[src/rtl/cache_fill_ctrl.sv]
// cache_fill_ctrl: single-outstanding read front end; looks up on cache port B,
// refills through port A on a miss, and answers with the cached or fetched word.
module cache_fill_ctrl #(
    parameter int IDX_BITS   = 2,
    parameter int DATA_WIDTH = 16,
    parameter int ADDR_WIDTH = 8,
    parameter int CNT_WIDTH  = 8
) (
    input  logic                  clk,
    input  logic                  reset,
    input  logic                  req_valid_i,
    output logic                  req_ready_o,
    input  logic [ADDR_WIDTH-1:0] req_addr_i,
    output logic                  rsp_valid_o,
    input  logic                  rsp_ready_i,
    output logic [DATA_WIDTH-1:0] rsp_data_o,
    output logic                  rsp_hit_o,
    output logic                  mem_req_valid_o,
    input  logic                  mem_req_ready_i,
    output logic [ADDR_WIDTH-1:0] mem_req_addr_o,
    input  logic                  mem_rsp_valid_i,
    input  logic [DATA_WIDTH-1:0] mem_rsp_data_i,
    output logic [ADDR_WIDTH-1:0] cache_addra_o,
    output logic [DATA_WIDTH-1:0] cache_wdata_o,
    output logic                  cache_cea_o,
    output logic                  cache_we_o,
    output logic [ADDR_WIDTH-1:0] cache_addrb_o,
    output logic                  cache_ceb_o,
    input  logic [DATA_WIDTH-1:0] cache_rdatab_i,
    input  logic                  cache_rhitb_i,
    output logic [CNT_WIDTH-1:0]  hit_count_o,
    output logic [CNT_WIDTH-1:0]  miss_count_o
);
    localparam logic [2:0] S_IDLE      = 3'd0;
    localparam logic [2:0] S_LOOKUP    = 3'd1;
    localparam logic [2:0] S_MISS_REQ  = 3'd2;
    localparam logic [2:0] S_MISS_WAIT = 3'd3;
    localparam logic [2:0] S_FILL      = 3'd4;
    localparam logic [2:0] S_RESP      = 3'd5;

    logic [2:0]                     state_q, state_d;
    logic [ADDR_WIDTH-IDX_BITS-1:0] tag_q, tag_d;
    logic [IDX_BITS-1:0]            idx_q, idx_d;
    logic [ADDR_WIDTH-1:0]          addr_q;
    logic [DATA_WIDTH-1:0]          data_q, data_d;
    logic                           hit_q, hit_d;
    logic [CNT_WIDTH-1:0]           hit_cnt_q, hit_cnt_d, miss_cnt_q, miss_cnt_d;

    assign addr_q = {tag_q, idx_q};

    always_comb begin
        state_d    = state_q;
        {tag_d, idx_d} = {tag_q, idx_q};
        data_d     = data_q;
        hit_d      = hit_q;
        hit_cnt_d  = hit_cnt_q;
        miss_cnt_d = miss_cnt_q;
        case (state_q)
            S_IDLE: if (req_valid_i) begin
                {tag_d, idx_d} = req_addr_i;
                state_d = S_LOOKUP;
            end
            S_LOOKUP: if (cache_rhitb_i) begin
                data_d    = cache_rdatab_i;
                hit_d     = 1'b1;
                hit_cnt_d = hit_cnt_q + {{(CNT_WIDTH-1){1'b0}}, ~&hit_cnt_q};
                state_d   = S_RESP;
            end else begin
                miss_cnt_d = miss_cnt_q + {{(CNT_WIDTH-1){1'b0}}, ~&miss_cnt_q};
                state_d    = S_MISS_REQ;
            end
            S_MISS_REQ: state_d = mem_req_ready_i ? S_MISS_WAIT : S_MISS_REQ;
            S_MISS_WAIT: if (mem_rsp_valid_i) begin
                data_d  = mem_rsp_data_i;
                hit_d   = 1'b0;
                state_d = S_FILL;
            end
            S_FILL: state_d = S_RESP;
            S_RESP: state_d = rsp_ready_i ? S_IDLE : S_RESP;
            default: state_d = S_IDLE;
        endcase
    end

    always_ff @(posedge clk or posedge reset) begin
        if (reset) begin
            state_q    <= S_IDLE;
            tag_q      <= '0;
            idx_q      <= '0;
            data_q     <= '0;
            hit_q      <= 1'b0;
            hit_cnt_q  <= '0;
            miss_cnt_q <= '0;
        end else begin
            state_q    <= state_d;
            tag_q      <= tag_d;
            idx_q      <= idx_d;
            data_q     <= data_d;
            hit_q      <= hit_d;
            hit_cnt_q  <= hit_cnt_d;
            miss_cnt_q <= miss_cnt_d;
        end
    end

    // ready is masked while reset is held so every output reads 0 during reset
    assign req_ready_o     = (state_q == S_IDLE) && !reset;
    assign rsp_valid_o     = state_q == S_RESP;
    assign rsp_data_o      = data_q;
    assign rsp_hit_o       = hit_q;
    assign mem_req_valid_o = state_q == S_MISS_REQ;
    assign mem_req_addr_o  = addr_q;
    assign cache_addra_o   = addr_q;
    assign cache_wdata_o   = data_q;
    assign cache_cea_o     = state_q == S_FILL;
    assign cache_we_o      = state_q == S_FILL;
    assign cache_addrb_o   = addr_q;
    assign cache_ceb_o     = state_q == S_LOOKUP;
    assign hit_count_o     = hit_cnt_q;
    assign miss_count_o    = miss_cnt_q;
endmodule
[config.mk]
export PLATFORM = sky130hd
export DESIGN_NAME = cache_fill_ctrl
export DESIGN_NICKNAME = d
export VERILOG_FILES = /design/src/rtl/cache_fill_ctrl.sv
export SDC_FILE = /design/constraint.sdc
export NUM_CORES = 1
export LEC_CHECK = 0
export ABC_AREA = 1
export CORE_ASPECT_RATIO = 0.6
export CORE_MARGIN = 2
export CORE_UTILIZATION = 32
export DETAILED_ROUTE_END_ITERATION = 7
export HOLD_SLACK_MARGIN = 0.12
export PLACE_DENSITY = 0.65
export SLEW_MARGIN = 10
export SYNTH_ARGS = -nofsm -noshare
export SYNTH_HDL_FRONTEND = slang
export SYNTH_SLANG_ARGS = --single-unit
[constraint.sdc]
create_clock -name clk -period 2.37 [get_ports clk]
set_input_delay 0.3555 -clock clk [delete_from_list [all_inputs] [get_ports clk]]
set_output_delay 0.3555 -clock clk [all_outputs]
set_load 0.1 [all_outputs]
# == Yosys cells after proc, flatten, opt, wreduce, memory -nomap -nowiden ==
# Index checks and enable logic that the tools add are counted.
# Widths: inputs -> output; s select.
# classes
add_sub_neg,2
n_eq_ne,8
n_bitwise,1
n_reduce_logical,13
mux,12
# ops
op,count
$mux 16,2
$pmux 16 s2,1
$pmux 3 s6,1
$add 8x1->8,2
$reduce_and 8->1,2
$mux 3,4
$reduce_and 2->1,4
$eq 3x2->1 const B,2
$eq 3x3->1 const B,2
$ne 2x2->1 const B,2
$eq 3x1->1 const B,1
$logic_not 1->1,3
$logic_not 3->1,1
$mux 1,3
$reduce_and 3->1,1
$ne 2x1->1 const B,1
$pmux 1 s2,1
$reduce_bool 2->1,1
$logic_and 1x1->1,1
$not 1->1,1
# word_totals
inputBits,47
ff_bits,44
output_inout_bits,79
wordCells,43

# == Depth between registers and ports, before layout ==
# depth
word_depth,3
depth_mapped,12
mapped_depth_nobuf,12

# == Worst setup path before layout ==
# OpenSTA, ideal clock, no wires.
# synth_path
path_type,register -> output
from,reg state_q[0]
to,out req_ready_o
t_required_ns,2.014
stages_incl_launch_ff,3
setup_slack_ns,-1.451
n_path_buf,1
arrival_time_ns,3.466
path_cell_list,dfrtp_1 > buf_4 > nor4_1
# synth_via
elab_chain_len,2
# synth_lines
element,line,text
from (decl),41,"logic [2:0] state_q, state_d;"
from (signal assigned),94,state_q <= state_d;
$logic_not 3->1,105,assign req_ready_o = (state_q == S_IDLE) && !reset;
$logic_and 1x1->1,105,
to (decl),12,"output logic req_ready_o,"
# No other way between the ends.

# == Final worst setup path ==
# layout_path
from,reg state_q[1]
to,out rsp_valid_o
# layout_via
elab_chain_len,1
# layout_lines
element,line,text
$eq 3x3->1,106,assign rsp_valid_o = state_q == S_RESP;
to (decl),14,"output logic rsp_valid_o,"
# No other way between the ends.

==> impl_results.md <==
- Crit path DAT: 1.60 ns
- Slew of the pin with the lowest slew margin: 0.539 ns
- Worst slew margin: 0.640
- Largest net degree at the start of global routing: 34
- Worst min-delay path class: input port to async pin
- Die Width: 121 um
- First-pass GRT wire length: 10700 um
- Initial core utilization: 0.332
- Std cell rows: 25
- Die Y: ~74 um
- Post-route cell area: 0.00376 mm2
- CTS root buf: clkbuf_16
- DRC errors left: 0
- Crit Path Class: flip-flop to output port
- Setup Buffers After CTS: 0
- Peak Freq: 512 MHz
- Max Fanout on Critical Path: 8
- Vias in the first global route: 2134
- Cells after synthesis: between 300 and 400
- Cts hold-fix bufs: 0
- Placed Area: about 0.0036 mm2
- Area Growth Syn to Fin: 42.9%
- Unrepaired setup endpoints after global routing: no
- Overall Global Routing Usage: 0.154
- Port bufs: between 100 and 150
- Clk_lat worst skew: about 0.29 ns
- Netlist cell types: 27
- FILL cells: 778
- WP buf/inv: 2
- Share of layout cells above drive strength 1: 0.249
- Slew Limit Fails: 0
- Highest-delay cell along the critical path: dfrtp_1
- Fin nets: 492
- Mapped Avg Cell Area: about 7.6 um2
- Setup violations, final: 0
- Fin. Hold Viols: 0
- Core area: approximately 0.0079 mm2
- Drt pass-1 iters: 4
- Routed len/inst: 12.3 um
- Initial antenna violation count: 0
- CTS resizes: 0
- Post-synthesis sequential area ratio: 0.419
- Top Ports: approximately 130
- Inserted Clock Buffers: 5
- Tcrit/Tclk final: 0.824
- Clk sink count: between 40 and 50
- CP delay by family, top: flip-flops
- Antenna diodes: 0
- Post-synthesis register bit count: 44
- Total Die Area: 0.00898 mm2
- Setup crit end kind: output port
- Via count: ~2500
- RePlAce Congestion: about 0.85
- Mapped Nets: between 300 and 400
- Outcome: finished clean
- H-tree Lvls: 2
- Crit path required time: about 2 ns
- Worst Setup Start Kind: flip-flop
- Period minus WS final: approximately 2 ns
- First-iteration detailed-routing DRC count: a little under 90
- Grt total ovfl: 0
- HPWL Detailed: about 5300 um
- Final WL: a little under 7000 um
- Largest stage delay, worst path: approximately 0.53 ns
- TritonCTS clock tree: done
- Post-route ant nets: 0
- Clock buffer depth: 2
- Post-Syn Area: 0.00263 mm2
- Via density: approximately 4.5
- Clock Skews: about 0.0087 ns
- Syn. warnings: 0
- Worst-path clk slew: 0.06 ns
- Max_cap viols: 0
- CP cell instances: inv_2, nand2_1, nor2_1, buf_12
[worst paths after layout]
path / start / end / slack (ns) / cells past startpoint
setup reg to reg: hit_count_o[3] / hit_count_o[4] / 0.49 / 10
min in group clk: rsp_hit_o / rsp_hit_o / 0.49 / 2
hold reg to reg: rsp_hit_o / rsp_hit_o / 0.49 / 2
max in group asynchronous: reset / hit_count_o[2] / 1.44 / 3
setup / recovery: state_q[1] / rsp_valid_o / 0.42 / 4
hold / removal: reset / tag_q[5] / 0.39 / 2
[per-layer routing]
layer  global-route usage  wire (um)  vias to the layer above
met5                    0          0                        -
met4               0.0517        102                        0
met3               0.0429        598                       12
met2                0.226       2770                      109
met1                0.219       3270                     1094
li1                     -          -                     1247
[cell type report]
cell class	count	area (um2)	share of cell area
clock buffers	7	133	0.0353
repair buffers	130	1170	0.310
well taps	108	135	0.0360
clock inverters	1	5.00	0.00133
multi-input cells	226	1080	0.288
flip-flops and latches	44	1110	0.295
inverters	34	128	0.0340
[synth_stat cells, drive strengths merged]
master,number,area share
nor3,1,0.0062
inv,34,0.049
o211ai,1,0.0029
nand2,134,0.20
a31oi,1,0.0024
xnor2,3,0.010
buf,43,0.12
a21oi,1,0.0062
dfrtp,44,0.42
nor2,12,0.018
nor4,1,0.0024
ha,4,0.019
nand3,36,0.070
nand4,4,0.012
xor2,1,0.0033
o21ai,19,0.036
clkbuf,1,0.0019
nand3b,8,0.023
[sequential cells by signal, indices dropped and copies added, names as in the netlist]
signal         count
cache_wdata_o     16
hit_count_o        8
idx_q              2
miss_count_o       8
rsp_hit_o          1
state_q            3
tag_q              6
[through the flow]
stage | instances | setup TNS [ns] | util | worst slack [ns] | hold WS (ns)
final | 550 | 0 | 0.475 | 0.417 | 0.394
after global routing | 550 | 0 | 0.475 | 0.273 | 0.434
after CTS | 550 | 0 | 0.475 | 0.430 | 0.404
after detailed placement | 542 | 0 | 0.457 | 0.500 | 0.467
after global placement | 542 | 0 | 0.457 | 0.564 | 0.474
after floorplan | 348 | -0.257 | - | -0.257 | 0.500
[logic make-up after synthesis]
group,synth area share
xor gates and xnor gates,0.0133
adders and majority gates,0.0190
buffers and inverters,0.175
and+or+nand+nor,0.327
DFF,0.419
AOI/OAI and AO/OA,0.0476
[cells in the final DEF, fill, tap and decap left out, drive strengths merged, types with 3 or more instances in the layout]
| master | n |
|---|---|
| nand2 | 134 |
| buf | 84 |
| clkdlybuf4s50 | 46 |
| dfrtp | 44 |
| nand3 | 36 |
| inv | 34 |
| o21ai | 19 |
| nor2 | 12 |
| nand3b | 8 |
| clkbuf | 7 |
| ha | 4 |
| nand4 | 4 |
| xnor2 | 3 |
Power is left out: the tool's default activity adds up to more than one toggle a clock period on the data nets, which glitch-free logic cannot reach.
